$ cat config.mk
export PLATFORM = sky130hd
export DESIGN_NAME = sqrt_seq_ctrl_flat
export DESIGN_NICKNAME = d
export VERILOG_FILES = /design/src/rtl/sqrt_seq_ctrl_pkg.sv /design/src/rtl/sqrt_seq_ctrl_if.sv /design/src/rtl/sqrt_seq_ctrl_iter_cnt.sv /design/src/rtl/sqrt_seq_ctrl.sv /design/src/flat_wrapper.sv
export SDC_FILE = /design/constraint.sdc
export NUM_CORES = 1
export LEC_CHECK = 0
export ABC_AREA = 1
export BUFFER_PORTS_ARGS = -buffer_cell sky130_fd_sc_hd__buf_2
export CAP_MARGIN = 20
export CORE_AREA = 2 2 39 41
export CTS_CLUSTER_DIAMETER = 30
export DETAILED_ROUTE_END_ITERATION = 10
export DIE_AREA = 0 0 41 43
export HOLD_SLACK_MARGIN = 0.06
export PLACE_DENSITY = 0.72
export SYNTH_ARGS = -nofsm -noshare
export SYNTH_HDL_FRONTEND = slang
export SYNTH_SLANG_ARGS = --single-unit
export TNS_END_PERCENT = 10
$ cat constraint.sdc
create_clock -name clock -period 1.6 [get_ports clock]
set_input_delay 0.32 -clock clock [delete_from_list [all_inputs] [get_ports clock]]
set_output_delay 0.32 -clock clock [all_outputs]
set_load 0.02 [all_outputs]
$ cat src/rtl/sqrt_seq_ctrl_pkg.sv
// Shared types and defaults for the square-root sequencing controller.
// The state encoding is 3-bit binary so the datapath and bench can decode it.
package sqrt_seq_ctrl_pkg;

    localparam int SQRT_DATA_W = 8;

    typedef enum logic [2:0] {
        ST_IDLE   = 3'd0,
        ST_LOAD   = 3'd1,
        ST_INIT   = 3'd2,
        ST_CMP    = 3'd3,
        ST_ADD_SQ = 3'd4,
        ST_ADD_D  = 3'd5,
        ST_FINISH = 3'd6,
        ST_DONE   = 3'd7
    } sqrt_state_e;

    // The loop runs at most sqrt(2**data_w) times for any radicand of that width.
    function automatic int sqrt_max_iter(input int data_w);
        return 2 ** (data_w / 2);
    endfunction

endpackage

$ cat src/rtl/sqrt_seq_ctrl_if.sv
// Handshake and strobe bundle between the request side / register datapath
// (master) and the sequencing controller (slave).
interface sqrt_seq_ctrl_if #(
    parameter int ITER_W = 5
);
    logic              start;
    logic              abort;
    logic              le_flag;
    logic              x_en;
    logic              regs_clear;
    logic              adder_sel;
    logic              square_en;
    logic              delta_en;
    logic              result_en;
    logic              busy;
    logic              done;
    logic              err;
    logic [ITER_W-1:0] iter_count;

    modport master (
        output start, abort, le_flag,
        input  x_en, regs_clear, adder_sel, square_en, delta_en, result_en,
        input  busy, done, err, iter_count
    );

    modport slave (
        input  start, abort, le_flag,
        output x_en, regs_clear, adder_sel, square_en, delta_en, result_en,
        output busy, done, err, iter_count
    );

endinterface

$ cat src/rtl/sqrt_seq_ctrl_iter_cnt.sv
// Saturating iteration counter: clear has priority, increments stop at MAX_ITER.
module sqrt_seq_ctrl_iter_cnt #(
    parameter int MAX_ITER = 16,
    parameter int ITER_W   = 5
) (
    input  logic              clock,
    input  logic              reset,
    input  logic              clear,
    input  logic              inc,
    output logic [ITER_W-1:0] count,
    output logic              at_max
);

    logic [ITER_W-1:0] cnt_q;

    // Count completed iterations; holding at the limit keeps the watchdog sticky.
    always_ff @(posedge clock) begin
        if (reset) begin
            cnt_q <= '0;
        end else if (clear) begin
            cnt_q <= '0;
        end else if (inc && !at_max) begin
            cnt_q <= cnt_q + 1'b1;
        end
    end

    assign at_max = (cnt_q == ITER_W'(MAX_ITER));
    assign count  = cnt_q;

endmodule

$ cat src/rtl/sqrt_seq_ctrl.sv
// Sequencer for the iterative integer square root:
//   sq=1, d=3; while (sq <= x) { sq += d; d += 2; } root = (d>>1)-1
// Issues one register strobe per state and watches for a runaway loop.
//
// state  | meaning
// IDLE   | waiting for start
// LOAD   | capture radicand (x_en)
// INIT   | preset sq=1, d=3 (regs_clear)
// CMP    | evaluate le_flag, loop or finish
// ADD_SQ | sq <= sq + d (adder_sel=0, square_en)
// ADD_D  | d <= d + 2 (adder_sel=1, delta_en), one iteration done
// FINISH | capture root (result_en)
// DONE   | one-cycle done pulse
module sqrt_seq_ctrl
    import sqrt_seq_ctrl_pkg::*;
#(
    parameter int DATA_W   = SQRT_DATA_W,
    parameter int MAX_ITER = sqrt_max_iter(DATA_W),
    parameter int ITER_W   = $clog2(MAX_ITER + 1)
) (
    input logic           clock,
    input logic           reset,
    sqrt_seq_ctrl_if.slave bus
);

    sqrt_state_e       state_q;
    sqrt_state_e       state_nxt;
    logic              err_q;
    logic              cnt_clear;
    logic              cnt_inc;
    logic              at_max;
    logic [ITER_W-1:0] cnt_val;

    sqrt_seq_ctrl_iter_cnt #(
        .MAX_ITER (MAX_ITER),
        .ITER_W   (ITER_W)
    ) u_iter_cnt (
        .clock  (clock),
        .reset  (reset),
        .clear  (cnt_clear),
        .inc    (cnt_inc),
        .count  (cnt_val),
        .at_max (at_max)
    );

    // State register.
    always_ff @(posedge clock) begin
        if (reset) begin
            state_q <= ST_IDLE;
        end else begin
            state_q <= state_nxt;
        end
    end

    // Watchdog flag: set when the loop would exceed MAX_ITER, kept until the next start.
    always_ff @(posedge clock) begin
        if (reset) begin
            err_q <= 1'b0;
        end else if (state_q == ST_IDLE && bus.start) begin
            err_q <= 1'b0;
        end else if (state_q == ST_CMP && !bus.abort && bus.le_flag && at_max) begin
            err_q <= 1'b1;
        end
    end

    // Next-state decode and per-state strobes.
    always_comb begin
        state_nxt      = state_q;
        bus.x_en       = 1'b0;
        bus.regs_clear = 1'b0;
        bus.adder_sel  = 1'b0;
        bus.square_en  = 1'b0;
        bus.delta_en   = 1'b0;
        bus.result_en  = 1'b0;
        bus.done       = 1'b0;
        cnt_clear      = 1'b0;
        cnt_inc        = 1'b0;

        case (state_q)
            ST_IDLE: begin
                if (bus.start) begin
                    cnt_clear = 1'b1;
                    state_nxt = ST_LOAD;
                end
            end
            ST_LOAD: begin
                bus.x_en  = 1'b1;
                state_nxt = bus.abort ? ST_IDLE : ST_INIT;
            end
            ST_INIT: begin
                bus.regs_clear = 1'b1;
                state_nxt      = bus.abort ? ST_IDLE : ST_CMP;
            end
            ST_CMP: begin
                if (bus.abort) begin
                    state_nxt = ST_IDLE;
                end else if (bus.le_flag) begin
                    state_nxt = at_max ? ST_DONE : ST_ADD_SQ;
                end else begin
                    state_nxt = ST_FINISH;
                end
            end
            ST_ADD_SQ: begin
                bus.adder_sel = 1'b0;
                bus.square_en = 1'b1;
                state_nxt     = bus.abort ? ST_IDLE : ST_ADD_D;
            end
            ST_ADD_D: begin
                bus.adder_sel = 1'b1;
                bus.delta_en  = 1'b1;
                cnt_inc       = !bus.abort;
                state_nxt     = bus.abort ? ST_IDLE : ST_CMP;
            end
            ST_FINISH: begin
                // An abort landing here must not publish a result.
                bus.result_en = !bus.abort;
                state_nxt     = bus.abort ? ST_IDLE : ST_DONE;
            end
            ST_DONE: begin
                bus.done  = 1'b1;
                state_nxt = ST_IDLE;
            end
            default: begin
                state_nxt = ST_IDLE;
            end
        endcase
    end

    assign bus.busy       = (state_q != ST_IDLE);
    assign bus.err        = err_q;
    assign bus.iter_count = cnt_val;

endmodule

$ cat src/flat_wrapper.sv
// flat-port wrapper written by rule: the top's interface ports become plain ports
module sqrt_seq_ctrl_flat import sqrt_seq_ctrl_pkg::*;
#(
    parameter int DATA_W   = SQRT_DATA_W,
    parameter int MAX_ITER = sqrt_max_iter(DATA_W),
    parameter int ITER_W   = $clog2(MAX_ITER + 1)
)
  (clock, reset, bus_start, bus_abort, bus_le_flag, bus_x_en, bus_regs_clear, bus_adder_sel, bus_square_en, bus_delta_en, bus_result_en, bus_busy, bus_done, bus_err, bus_iter_count);
  sqrt_seq_ctrl_if #(.ITER_W(ITER_W)) bus_i ();
  input logic clock;
  input logic reset;
  input wire logic [$bits(bus_i.start)-1:0] bus_start;
  input wire logic [$bits(bus_i.abort)-1:0] bus_abort;
  input wire logic [$bits(bus_i.le_flag)-1:0] bus_le_flag;
  output wire logic [$bits(bus_i.x_en)-1:0] bus_x_en;
  output wire logic [$bits(bus_i.regs_clear)-1:0] bus_regs_clear;
  output wire logic [$bits(bus_i.adder_sel)-1:0] bus_adder_sel;
  output wire logic [$bits(bus_i.square_en)-1:0] bus_square_en;
  output wire logic [$bits(bus_i.delta_en)-1:0] bus_delta_en;
  output wire logic [$bits(bus_i.result_en)-1:0] bus_result_en;
  output wire logic [$bits(bus_i.busy)-1:0] bus_busy;
  output wire logic [$bits(bus_i.done)-1:0] bus_done;
  output wire logic [$bits(bus_i.err)-1:0] bus_err;
  output wire logic [$bits(bus_i.iter_count)-1:0] bus_iter_count;
  assign bus_i.start = bus_start;
  assign bus_i.abort = bus_abort;
  assign bus_i.le_flag = bus_le_flag;
  assign bus_x_en = bus_i.x_en;
  assign bus_regs_clear = bus_i.regs_clear;
  assign bus_adder_sel = bus_i.adder_sel;
  assign bus_square_en = bus_i.square_en;
  assign bus_delta_en = bus_i.delta_en;
  assign bus_result_en = bus_i.result_en;
  assign bus_busy = bus_i.busy;
  assign bus_done = bus_i.done;
  assign bus_err = bus_i.err;
  assign bus_iter_count = bus_i.iter_count;
  sqrt_seq_ctrl #(.DATA_W(DATA_W), .MAX_ITER(MAX_ITER), .ITER_W(ITER_W)) u_core (.clock(clock), .reset(reset), .bus(bus_i));
endmodule
==> impl_results.md, run 1 <==
- DRT Pass-1 Iters: 4
- Max IR drop VDD: between 0.5 and 0.6 mV
- Total gr overflow: 0
- Yosys reg bits: 9
- Site Rows: 14
- Startpoint class of the critical path: register
- Kind of critical path: register to output port
- Fmax: approximately 0.67 GHz
- Synth top cells by count: nand2_1 (30), nor2_1 (14), inv_1 (11), a21oi_1 (9), dfxtp_1 (9)
- PD cells: between 600 and 700 nW/um^2
- Max-Cap Viols: 0
- Post-Layout Inst Area: between 700 and 800 um^2
- Worst EP arrival: approximately 1.2 ns
- Syn_nets: between 100 and 150
- Post-synth EDFFs: 0
- Worst EP required: ~1.3 ns
- Core Footprint: approximately 1400 um^2
- Synth top area share: 0.312
- Netlist cell types: 14
- Async set-or-reset flop fraction in the synthesized netlist: 0
- Clk_lat worst skew: approximately 0.27 ns
- Placed wire-length estimate: 998 um
- H-Tree Depth: 1
- CTS clk-pin slew, worst paths: 0.07 ns
- Starting density of the core: 0.417
- Vias: ~640
- Hold Fails Final Rpt: 0
- Tot Pwr: 471 uW
- Gr usage total: 0.197
- Die area: between 1500 and 2000 um^2
- Final core occ: 0.514
- Clock Tree Buf Depth: 2
- DR DRC count: 0
- Die width: 41 um
- Clock root buffer master: clkbuf_4
- Main area contributors after synthesis: dfxtp_1 (31%), nand2_1 (20%), nor2_1 (9.1%), a21oi_1 (7.8%), nor2_2 (7.6%)
- CP max FO: 6
- WL final: roughly 1.3 mm
- Main synth FF type: dfxtp_1
- Layout cells sized above 1: 0.316
- DRT antenna net count: 0
- Largest net degree at the start of global routing: 9
- Max Slew Vio Count: 0
- Crit end category: output port
- First-pass GRT wire length: roughly 2.3 mm
- Slew headroom: 0.827
- Cell taking the most area after synthesis: dfxtp_1
- Syn Inst Count: 96
- LEAKAGE: ~0.00034 uW
- # IOs: 19
- Num Clock Sinks: 9
- CTS tree: done
- Actual slew at the worst max-slew pin: roughly 0.26 ns
- Routability cong.: between 0.8 and 0.9
- Die span in y: around 43 um
- Initial antenna violation count: 0
- Inserted Clock Buffers: 3
- Iter 0 DRT Violations: 16
- Final setup violation count: 0
- Post-synthesis sequential area ratio: 0.312
- Vias in the first global route: ~570
- Syn. warnings: 0
- Status: completed
- Per-cell routed wire length: about 9.4 um
- Port-buffer cells: 18
- DP Area: between 600 and 700 um^2
- Vias per inst: 4.79
- Synthesis-to-layout area growth: 23.2%
- Avg Cell Area, Syn: ~6.0 um^2
- Mapped Area: 577 um^2
- Clock skew: between 0.006 and 0.007 ns
- Nets@finish: approximately 130
- Top-count cell post-synth: nand2_1
- Diodes inserted: 0
- Hold Crit Class: primary input to register
- Period utilization: 0.939
- Crit path time final: ~1.5 ns
path summary, 6_finish.rpt:
path	from	slack [ns]	depth (start not counted)	to
min reg2reg	u_core.bus.err$_SDFFE_PP0P_	0.47	2	u_core.bus.err$_SDFFE_PP0P_
min	reset	0.22	2	u_core.state_q[2]$_SDFFE_PP0P_
max reg2reg	u_core.u_iter_cnt.count[0]$_SDFFE_PP0P_	0.31	8	u_core.u_iter_cnt.count[2]$_SDFFE_PP0P_
max	u_core.state_q[2]$_SDFFE_PP0P_	0.1	5	bus_result_en
per-layer routing:
layer	vias to the layer above	track usage	wire length [um]
met3	4	0.0471	70
met2	20	0.250	541
met4	0	0.160	50
li1	340	-	-
met1	273	0.268	588
met5	-	0	0
critical path: stages, from the launching register on:
cell     delay [ns]
dfxtp_2        0.39
inv_2          0.08
nor2_2         0.11
nand2_1        0.09
nor2_1         0.08
buf_2          0.16
sequential cells by signal, summed over array words and instances (netlist names):
name	flops
u_core.state_q	3
u_core.bus.err	1
u_core.u_iter_cnt.count	5
repair_timing:
action / in CTS / in global routing
endpoints found under the setup margin: 0 / 4
resized for setup: 0 / 4
setup buffers: 0 / 0
hold buffers: 0 / 0
cell type report:
cell class,instances,area (um^2)
Fill cell,160,673
Tap cell,16,20.0
Multi-Input combinational cell,72,339
Sequential cell,9,183
Inverter,14,52.6
Timing Repair Buffer,18,90.1
Clock buffer,4,26.3
cell families after synthesis:
group,after synthesis,share of synthesized area
buf+inv,15,0.104
compound gates,10,0.0933
fa+ha+maj,2,0.0434
simple gates,60,0.447
flops,9,0.312
placed cells by master, fill, tap and decap left out:
cell type   n
ha_1        2
nand3_1     4
nor2_2      8
o21ai_2     1
dfxtp_1     7
nand4_1     2
dfxtp_2     2
clkbuf_4    3
nor2_1     13
buf_2      18
nor3_1      2
inv_2       4
inv_1      10
nand2_2     1
a21oi_1     9
nand2_1    30
clkbuf_1    1
stage by stage:
stage	setup slack, ns	hold WS (ns)	setup TNS, ns	cells
after floorplan	0.190	0.389	0	96
after global placement	0.320	0.453	0	129
after detailed placement	0.299	0.463	0	129
after CTS	0.00675	0.230	0	133
after global routing	-0.00636	0.230	-0.00636	133
final	0.0976	0.216	0	133
where the power goes:
group          switching [uW]  internal, uW  total, uW
registers                4.90           227        232
logic                    34.4          18.0       52.4
clock network            90.1          96.6        187
No activity file was read; power rests on OpenSTA's default activity.
==> inputs of run 2 (changes only) <==
--- a/config.mk
+++ b/config.mk
@@ -5,15 +5,14 @@
 export SDC_FILE = /design/constraint.sdc
 export NUM_CORES = 1
 export LEC_CHECK = 0
-export ABC_AREA = 1
 export BUFFER_PORTS_ARGS = -buffer_cell sky130_fd_sc_hd__buf_2
 export CAP_MARGIN = 20
 export CORE_AREA = 2 2 39 41
-export CTS_CLUSTER_DIAMETER = 30
 export DETAILED_ROUTE_END_ITERATION = 10
 export DIE_AREA = 0 0 41 43
 export HOLD_SLACK_MARGIN = 0.06
-export PLACE_DENSITY = 0.72
+export PLACE_DENSITY = 0.69
+export RECOVER_POWER = 50
 export SYNTH_ARGS = -nofsm -noshare
 export SYNTH_HDL_FRONTEND = slang
 export SYNTH_SLANG_ARGS = --single-unit
==> impl_results.md, run 2 <==
- Main area contributors after synthesis: dfxtp_1 (33%), a21oi_1 (4.6%), ha_1 (4.6%), nand4bb_1 (4.2%), nand3_1 (2.8%)
- Vias in the first global route: 488 (-14%)
- Final WS setup: 0.0477 ns (-0.0499 ns)
- Clock Tree Buf Depth: 2 (unchanged)
- Status: completed
- Synth top cells by count: dfxtp_1 (9), a21oi_1 (5), inv_1 (4)
- Port-buffer cells: 18 (unchanged)
- Max reg flops: 5 (unchanged)
- Max-Cap Viols: 0 (unchanged)
- Iter 0 DRT Violations: 8 (-8)
- Met1 WL: 569 um (-3.2%)
- Final setup violation count: 0 (unchanged)
- Synth top area share: 0.334 (+0.0217)
- Inserted Clock Buffers: 3 (unchanged)
- Post-CTS setup buffer count: 0 (unchanged)
- DRT Pass-1 Iters: 4 (unchanged)
- Total gr overflow: 0 (unchanged)
- Diodes inserted: 0 (unchanged)
- Post-synthesis mux area share: 0.0186 (+0.0186)
- Top Metal Used: met4
- Starting density of the core: 0.390 (-0.0271)
- Clock root buffer master: clkbuf_4
- Post-Synth XOR/XNOR Area: 0 (unchanged)
- LEAKAGE: 0.000290 uW (-16%)
- Nets@finish: 95 (-24%)
- Max Slew Vio Count: 0 (unchanged)
- Worst EP arrival: 1.23 ns (+0.05 ns)
- WL met2: 598 um (+11%)
- Avg Cell Area, Syn: 8.43 um^2 (+40%)
- Fill count: 141 (-12%)
- Commonest non-fill, non-tap cell in the layout: buf_2
- Vias per inst: 5.39 (+13%)
- Die width: 41 um (unchanged)
- PD cells: 671 nW/um^2 (+1.2%)
- Crit end category: output port
- Fmax: 0.644 GHz (-3.2%)
- Netlist cell types: 31 (+17)
- Die span in y: 43 um (unchanged)
- Kind of critical path: register to output port
- Actual slew at the worst max-slew pin: 0.257 ns (-0.00184 ns)
- Site Rows: 14 (unchanged)
- Worst EP required: 1.28 ns (about the same)
- RSZ-0062 raised after global routing: no
- Yosys reg bits: 9 (unchanged)
- Layout cells sized above 1: 0.287 (-0.0289)
- Die area: 1760 um^2 (unchanged)
- Compound-Gate Fraction of Synth Area: 0.188 (+0.0947)
- Clock skew: 0.00425 ns (-0.00227 ns)
- Simple-gate share of the synthesized area: 0.350 (-0.0965)
- Clk_lat worst skew: 0.25 ns (-0.02 ns)
- Post-synthesis sequential area ratio: 0.334 (+0.0217)
- Combinational family with the most area after synthesis: simple AND/OR/NAND/NOR gates
- Gr usage total: 0.166 (-0.0304)
- Hold Crit Class: primary input to register
- CTS tree: done
- Tot Pwr: 479 uW (+1.8%)
- Hold Fails Final Rpt: 0 (unchanged)
- Setup WS pre-CTS: 0.103 ns (-0.196 ns)
- Max IR drop VDD: 0.360 mV (-37%)
- Slew headroom: 0.829 (+0.00219)
- H-Tree Depth: 1 (unchanged)
- Largest net degree at the start of global routing: 14 (+5)
- Mapped Area: 539 um^2 (-6.5%)
- DRT antenna net count: 0 (unchanged)
- Period utilization: 0.970 (+0.0312)
- WL met3: 75 um (+7.1%)
- Syn Inst Count: 64 (-33%)
- Core Footprint: 1380 um^2 (unchanged)
- Startpoint class of the critical path: register
- WL final: 1.26 mm (+0.80%)
- Top-count cell post-synth: dfxtp_1
- Commonest non-fill, non-tap cells in the layout: buf_2 (11), clkbuf_1 (8), dfxtp_1 (7)
- Routability cong.: 0.735 (-14%)
- CTS Hold Bufs: 0 (unchanged)
- Post-synth EDFFs: 0 (unchanged)
- TNS Setup: 0 ns (unchanged)
- DR DRC count: 0 (unchanged)
- CP max FO: 11 (+5)
- Synth Area in Adders: 0.0464 (+0.00302)
- # IOs: 19 (unchanged)
- First-pass GRT wire length: 2.01 mm (-12%)
- Synthesis-to-layout area growth: 32.5%
- Syn. warnings: 0 (unchanged)
- Cell taking the most area after synthesis: dfxtp_1
- Syn_nets: 71 (-31%)
- Post_cts resized: 1 (+1)
- Crit path time final: 1.55 ns (+0.0499 ns)
- Main synth FF type: dfxtp_1
- Final core occ: 0.516 (+0.00271)
- Num Clock Sinks: 9 (unchanged)
- Vias: 555 (-13%)
- Async set-or-reset flop fraction in the synthesized netlist: 0 (unchanged)
- Per-cell routed wire length: 12.2 um (+30%)
- Initial antenna violation count: 0 (unchanged)
- Placed wire-length estimate: 915 um (-8.3%)
- CTS clk-pin slew, worst paths: 0.06 ns (about the same)
==> run 2: logic make-up (layout without fill, tap and decap cells) <==
kind of cell               count (synthesis)  in the layout
and+or+nand+nor                           28             28
AOI/OAI and AO/OA                         16             16
DFF                                        9              9
buffers and inverters                      8             31
adders and majority gates                  2              2
muxes                                      1              1
==> run 2: worst max-delay path, cell delays in order (launching register included) <==
cell and delay [ns]:
dfxtp_1 0.32, buf_4 0.17, or3_4 0.33, buf_4 0.16
==> run 2: through the flow <==
| stage | cell area, um^2 | hold WS, ns | cells |
|---|---|---|---|
| floorplan | 539 | 0.392 | 64 |
| global route | 714 | 0.276 | 103 |
| CTS | 696 | 0.262 | 103 |
| global placement | 668 | 0.469 | 99 |
| finish | 714 | 0.280 | 103 |
| detailed placement | 668 | 0.473 | 99 |
==> run 2: where the power goes <==
group | switching (uW) | internal, uW
combinational | 37.9 | 33.2
sequential | 5.82 | 228
clock | 78.4 | 96.0
total | 122 | 357
==> run 2: cell type report <==
type	count	area, um^2	area share
clock buffer	4	26.3	0.0368
sequential	9	183	0.256
tap	16	20.0	0.0280
multi-input combinational	47	352	0.492
timing repair buffer	23	119	0.166
inverter	4	15.0	0.0210
==> run 2: routing by layer <==
layer / GRT usage / vias to the layer above
met5: 0 / -
met4: 0.0800 / 0
met3: 0.0471 / 2
met2: 0.231 / 16
met1: 0.228 / 250
li1: - / 287
==> run 2: final timing paths <==
path | end | slack (ns) | from | depth (start not counted)
setup / recovery | bus_busy | 0.05 | u_core.state_q[2]$_SDFFE_PP0P_ | 3
hold / removal | u_core.state_q[0]$_SDFFE_PP0P_ | 0.28 | reset | 2
setup reg to reg | u_core.state_q[0]$_SDFFE_PP0P_ | 0.15 | u_core.u_iter_cnt.count[0]$_SDFFE_PP0P_ | 6
hold reg to reg | u_core.bus.err$_SDFFE_PP0P_ | 0.48 | u_core.bus.err$_SDFFE_PP0P_ | 2
